--- src/rtl/pc.sv ---
// Program counter: registered instruction address that advances every
// clock, with a synchronous load for jump/branch targets.
module pc #(
  parameter int                WIDTH       = 16,
  parameter logic [WIDTH-1:0]  RESET_VALUE = '0,
  parameter int                INCREMENT   = 1
) (
  input  logic             clk,
  input  logic             nrst,
  input  logic             we,
  input  logic [WIDTH-1:0] data,
  output logic [WIDTH-1:0] count
);

  localparam logic [WIDTH-1:0] STEP = WIDTH'(INCREMENT);

  logic [WIDTH-1:0] count_d;
  logic [WIDTH-1:0] count_q;

  // Load wins over increment; the sum wraps modulo 2^WIDTH.
  always_comb begin
    count_d = count_q + STEP;
    unique case (1'b1)
      we:      count_d = data;
      default: count_d = count_q + STEP;
    endcase
  end

  always_ff @(posedge clk or negedge nrst) begin
    if (!nrst) begin
      count_q <= RESET_VALUE;
    end else begin
      count_q <= count_d;
    end
  end

  assign count = count_q;

endmodule

--- config.mk ---
export PLATFORM = sky130hd
export DESIGN_NAME = pc
export DESIGN_NICKNAME = d
export VERILOG_FILES = /design/src/rtl/pc.sv
export SDC_FILE = /design/constraint.sdc
export NUM_CORES = 1
export LEC_CHECK = 0
export BUFFER_PORTS_ARGS = -buffer_cell sky130_fd_sc_hd__buf_2
export CORE_UTILIZATION = 27
export DETAILED_ROUTE_END_ITERATION = 12
export PLACE_DENSITY = 0.52
export SKIP_CTS_REPAIR_TIMING = 1
export SYNTH_ARGS = -nofsm -noshare
export SYNTH_HDL_FRONTEND = slang
export SYNTH_SLANG_ARGS = --single-unit
--- constraint.sdc ---
create_clock -name clk -period 1.9 [get_ports clk]
set_input_delay 0.38 -clock clk [delete_from_list [all_inputs] [get_ports clk]]
set_output_delay 0.38 -clock clk [all_outputs]
set_load 0.1 [all_outputs]
==> results.py, run 1 <==
metrics = {
    "layout": {
        "layout_common_cells": "buf_2, nand2_1, dfrtp_2",
        "n_fill_cell": 330,
        "final_cell_area_sq_mm": 0.00115,
        "post-route-util": 0.374,
        "nets": 145,
        "largest_register_ffs": 16,
        "drive_gt1_frac": 0.516,
        "diodes": 0,
        "synthToLayoutAreaGrowth_pct": 30.3,
        "final_common_cell": "buf_2",
    },
    "worst_setup_path": {
        "crit_required_ns": 1.52,
        "critical-path-slowest-cell": "buf_2",
        "crit_type": "reg2out",
        "cp-end-kind": "primary output",
        "cp_top_family": "buffers and inverters",
        "slowest_delay_ns": 0.45,
        "start_kind": "register",
        "crit_fanout": 6,
        "arrival_ns": 1.18,
        "cp_cell_sequence": "buf_2",
        "worst-path-buf-inv": 1,
    },
    "timing": {
        "rsz0062_at_grt": "no",
        "setup_violations": 0,
        "fin_crit_sh": 0.820,
        "max_slew_margin": 0.675,
        "fin_setup_tns_ns": 0,
        "setup_ws_ns": 0.342,
        "finalCriticalPeriod_ns": 1.56,
        "final-max-slew-violation-count": 0,
        "worst_pin_slew_ns": 0.491,
        "hold_ws_ns": -0.0103,
        "finClkSkew_ns": 0.00263,
        "fmax_mhz": 642,
        "hold_viol": 16,
    },
    "clock_tree": {
        "cts.clk_slew.worst_paths_ns": 0.10,
        "cts_inserted_buffers": 3,
        "cts_root_buf": "clkbuf_4",
        "cts_tree": "built",
        "cts.path.max_buffers": 2,
        "htree_levels": 1,
        "clock_sinks": 16,
        "clock_latency_ns": 0.29,
    },
    "placement": {
        "dpl.hpwl_um": 1440,
        "io_buffer_count": 34,
        "placed_area_sq_mm": 0.00112,
        "place.gp.congestion": 0.787,
        "dp_slack_ns": 0.439,
    },
    "routing": {
        "wire_per_inst_um": 11.0,
        "via_count": 735,
        "wl_met1_um": 896,
        "wl_met2_um": 837,
        "via_per_inst": 4.38,
        "drt-initial-drc-count": 14,
        "drtAntennaViolNets": 0,
        "topRoutingLayerUsed": "met4",
        "dr.pass1.iters": 4,
        "post-route-drc-count": 0,
        "wl_met3_um": 79,
        "routed_wl_um": 1850,
    },
    "synth": {
        "synth-seq-cells": 16,
        "ys_seq_area_frac": 0.453,
        "syn_inst": 88,
        "yosysWarnings": 0,
        "syn_area_sq_um": 885,
        "synth_nets": 108,
        "ys_types": 20,
        "syn_avg_cell_area_sq_um": 10.1,
    },
    "die": {
        "die_h_um": 59.2,
        "die_area_sq_mm": 0.00351,
        "core_area_sq_mm": 0.00308,
        "die_x_um": 59.2,
        "start_util": 0.287,
        "io_pins": 35,
        "num_rows": 20,
    },
    "outcome": {
        "status": "complete, but fails checks",
        "violations": "hold timing",
    },
    "min_path": {
        "hp-class": "in2async",
    },
    "global_route": {
        "overflow": 0,
        "grt_pass1_wl_um": 3210,
        "grt_use_total": 0.122,
        "grt_max_degree": 18,
        "grt_pass1_vias": 701,
        "antenna_found_initial": 0,
    },
    "pwr": {
        "p_leak_nw": 0.473,
        "powerDensity_mw_per_mm2": 967,
        "ir_drop_v": 0.000322,
    },
    "run": {
        "drv_cap": 0,
    },
}
-- report_power, final --
| part | internal (mW) | total (mW) | leakage (nW) | switching [mW] |
|---|---|---|---|---|
| registers | 0.384 | 0.439 | 0.177 | 0.0547 |
| logic | 0.0872 | 0.444 | 0.275 | 0.356 |
| clock network | 0.117 | 0.231 | 0.0210 | 0.115 |
-- metal layers --
layer,vias up,GRT usage
met4,0,0.0612
met2,22,0.193
met3,4,0.0218
met5,-,0
met1,332,0.159
li1,377,-
-- layout make-up --
cell class                 count  area [sq um]  share of cell area
multi-input combinational     67           458               0.397
sequential                    16           418               0.363
timing repair buffer          35           178               0.154
tap                           44          55.1              0.0478
clock buffer                   4          36.3              0.0315
inverter                       2          7.51             0.00651
-- synth_stat cells --
| master | number | area (sq um) |
|---|---|---|
| dfrtp_1 | 16 | 400 |
| nand2_1 | 16 | 60.1 |
| xnor2_1 | 9 | 78.8 |
| o21ai_0 | 7 | 35.0 |
| o21ai_1 | 6 | 30.0 |
| nand3_1 | 5 | 25.0 |
| nor4_2 | 5 | 62.6 |
| xor2_1 | 5 | 43.8 |
| mux2_2 | 3 | 33.8 |
| nor3_1 | 3 | 15.0 |
| clkbuf_1 | 2 | 7.51 |
| inv_1 | 2 | 7.51 |
| nand4_1 | 2 | 12.5 |
| and3_1 | 1 | 6.26 |
| and3_2 | 1 | 7.51 |
| buf_6 | 1 | 11.3 |
| ha_1 | 1 | 12.5 |
| nand3_2 | 1 | 10.0 |
| nand4_4 | 1 | 21.3 |
| nor2_1 | 1 | 3.75 |
-- final timing paths --
kind / from / end / slack (ns) / cells after the start
setup / recovery: count[2] / count[2] / 0.34 / 1
hold / removal: nrst / count[8] / -0.01 / 1
setup reg to reg: count[2] / count[13] / 0.43 / 4
hold reg to reg: count[0] / count[0] / 0.53 / 1
max in group asynchronous: nrst / count[5] / 1.62 / 1
min in group clk: data[5] / count[5] / 0.29 / 3
-- logic make-up (layout without fill, tap and decap cells) --
| kind of cell | count (synthesis) | count (layout) | synth area share |
|---|---|---|---|
| simple gates | 36 | 36 | 0.253 |
| flops | 16 | 16 | 0.453 |
| xor+xnor | 14 | 14 | 0.139 |
| compound gates | 13 | 13 | 0.0735 |
| buf+inv | 5 | 41 | 0.0297 |
| mux | 3 | 3 | 0.0382 |
| fa+ha+maj | 1 | 1 | 0.0141 |
-- per-stage QoR --
| stage | cells | total power, mW |
|---|---|---|
| finish | 168 | 1.11 |
| floorplan | 88 | 0.803 |
| global route | 168 | 1.17 |
| global placement | 164 | 0.892 |
| detailed placement | 164 | 0.893 |
| CTS | 168 | 1.13 |
Power figures use the tool's default switching activity.
==> run 2: changes to the inputs <==
--- a/config.mk
+++ b/config.mk
@@ -5,6 +5,7 @@
 export SDC_FILE = /design/constraint.sdc
 export NUM_CORES = 1
 export LEC_CHECK = 0
+export ABC_AREA = 1
 export BUFFER_PORTS_ARGS = -buffer_cell sky130_fd_sc_hd__buf_2
 export CORE_UTILIZATION = 27
 export DETAILED_ROUTE_END_ITERATION = 12
==> constraint.sdc (replaced) <==
create_clock -name clk -period 1.3 [get_ports clk]
set_input_delay 0.26 -clock clk [delete_from_list [all_inputs] [get_ports clk]]
set_output_delay 0.26 -clock clk [all_outputs]
set_load 0.1 [all_outputs]
==> run 2 against run 1 <==
The run now ends clean. First-iteration DRC count grew to 2.8 times the previous value. Sequential power grew 55%. Combinational power grew 85%. Cell count grew 33%. Hold slack gained 0.17 ns. Clock skew grew 0.0035 ns. Final area grew 39%.
==> results.py, run 2 <==
metrics = {
    "placement": {
        "place.gp.congestion": 0.803,
        "dpl.hpwl_um": 2040,
        "dp_slack_ns": 0.0651,
        "io_buffer_count": 34,
        "place_inst": 219,
    },
    "pwr": {
        "ir_drop_v": 0.000463,
        "powerDensity_mw_per_mm2": 1120,
        "p_leak_nw": 0.765,
    },
    "synth": {
        "syn_area_sq_um": 987,
        "yosysTopAreaCellShare": 0.406,
        "async_flop_share": 1.00,
        "synth-edff-count": 0,
        "synth_common_cells": "nand2_1, dfrtp_1, nand3_1",
        "ys_types": 21,
        "synth_nets": 160,
        "ys.flop_type": "dfrtp_1",
        "ys_seq_area_frac": 0.406,
        "synth_largest_area_cell": "dfrtp_1",
        "syn_inst": 140,
        "yosysWarnings": 0,
        "synth-seq-cells": 16,
        "syn_avg_cell_area_sq_um": 7.05,
        "synth.most_common_cell": "nand2_1",
        "yosys-top-cells-area": "dfrtp_1, nand2_1, nand3_1",
    },
    "timing": {
        "finalCriticalPeriod_ns": 1.29,
        "rsz0062_at_grt": "yes",
        "fin_setup_tns_ns": 0,
        "fmax_mhz": 777,
        "finClkSkew_ns": 0.00610,
        "worst_pin_slew_ns": 0.407,
        "final-max-slew-violation-count": 0,
        "hold_viol": 0,
        "max_slew_margin": 0.729,
        "fin_crit_sh": 0.989,
        "setup_ws_ns": 0.0137,
        "setup_violations": 0,
    },
    "routing": {
        "drtAntennaViolNets": 0,
        "routed_wl_um": 2660,
        "post-route-drc-count": 0,
        "drt-initial-drc-count": 39,
        "wire_per_inst_um": 11.9,
        "via_per_inst": 4.42,
        "via_count": 991,
        "dr.pass1.iters": 4,
    },
    "worst_setup_path": {
        "slowest_delay_ns": 0.54,
        "worst-path-buf-inv": 1,
        "arrival_ns": 1.03,
        "crit_required_ns": 1.04,
        "start_kind": "register",
        "crit_type": "reg2out",
        "cp_top_family": "flip-flops",
        "cp_cell_sequence": "buf_12",
        "critical-path-slowest-cell": "dfrtp_4",
        "cp-end-kind": "primary output",
        "crit_fanout": 6,
        "reg2reg_slack_ns": 0.03,
    },
    "layout": {
        "diodes": 0,
        "final_common_cell": "nand2_1",
        "drive_gt1_frac": 0.404,
        "n_fill_cell": 365,
        "largest_register_ffs": 16,
        "layout_common_cells": "nand2_1, buf_2, buf_12",
        "multi_input_area_sq_um": 576,
        "seq_area_sq_um": 452,
        "nets": 199,
        "synthToLayoutAreaGrowth_pct": 62.2,
        "stdcell_count": 224,
        "post-route-util": 0.469,
    },
    "clock_tree": {
        "cts_root_buf": "clkbuf_4",
        "cts_tree": "built",
        "clock_sinks": 16,
        "clock_latency_ns": 0.29,
        "cts_inserted_buffers": 3,
        "htree_levels": 1,
        "cts.path.max_buffers": 2,
        "cts.clk_slew.worst_paths_ns": 0.10,
    },
    "min_path": {
        "hp-class": "in2reg",
    },
    "global_route": {
        "grt_use_total": 0.143,
        "overflow": 0,
        "antenna_found_initial": 0,
        "grt_pass1_vias": 978,
        "grt_pass1_wl_um": 4360,
        "grt_max_degree": 17,
    },
    "die": {
        "start_util": 0.289,
        "die_h_um": 62.5,
        "core_area_sq_mm": 0.00342,
        "die_x_um": 62.5,
        "io_pins": 35,
        "die_area_sq_mm": 0.00390,
        "num_rows": 21,
    },
    "outcome": {
        "status": "completed",
    },
    "run": {
        "drv_cap": 0,
    },
}
## run 2: path summary, 6_finish.rpt
check,startpoint,to,cells after the start
hold / removal,data[1],count[1],3
max in group asynchronous,nrst,count[5],2
setup / recovery,count[2],count[2],1
hold reg to reg,count[0],count[0],1
setup reg to reg,count[1],count[12],8
min in group asynchronous,nrst,count[9],2
## run 2: routing by layer
layer  vias to the layer above  routed length (um)  share of wire  GRT usage
met5                         -                   0              0          0
met4                         0                  44          0.017     0.0610
met2                        19                1300           0.49      0.254
met3                         5                  86          0.032     0.0201
li1                        517                   -              -          -
met1                       450                1230           0.46      0.171
## run 2: cell families after synthesis
kind of cell	share of synthesized area
DFF	0.406
buffers and inverters	0.0684
adders and majority gates	0.0127
AOI/OAI and AO/OA	0.0862
xor gates and xnor gates	0.0177
and+or+nand+nor	0.409
## run 2: tightest hold or removal path, cell delays in order
cell and delay, ns:
buf_2 0.07, nand2_1 0.04, nand2_1 0.05
## run 2: final cells by class
class,instances,share of cell area
tap,46,0.0359
sequential,16,0.282
clock buffer,4,0.0164
timing repair buffer,37,0.272
inverter,14,0.0344
multi-input combinational,107,0.359
## run 2: through the flow
stage | total power [mW] | hold WS (ns) | cell area [sq um]
after floorplan | 1.18 | -0.0356 | 1070
after global placement | 1.50 | 0.206 | 1540
after detailed placement | 1.51 | 0.215 | 1540
after CTS | 1.80 | -0.114 | 1560
after global routing | 1.88 | 0.162 | 1600
final | 1.79 | 0.161 | 1600
## run 2: power breakdown
| part | internal [mW] | switching (mW) | leakage [nW] |
|---|---|---|---|
| clock network | 0.119 | 0.170 | 0.0150 |
| logic | 0.292 | 0.529 | 0.574 |
| registers | 0.576 | 0.105 | 0.176 |
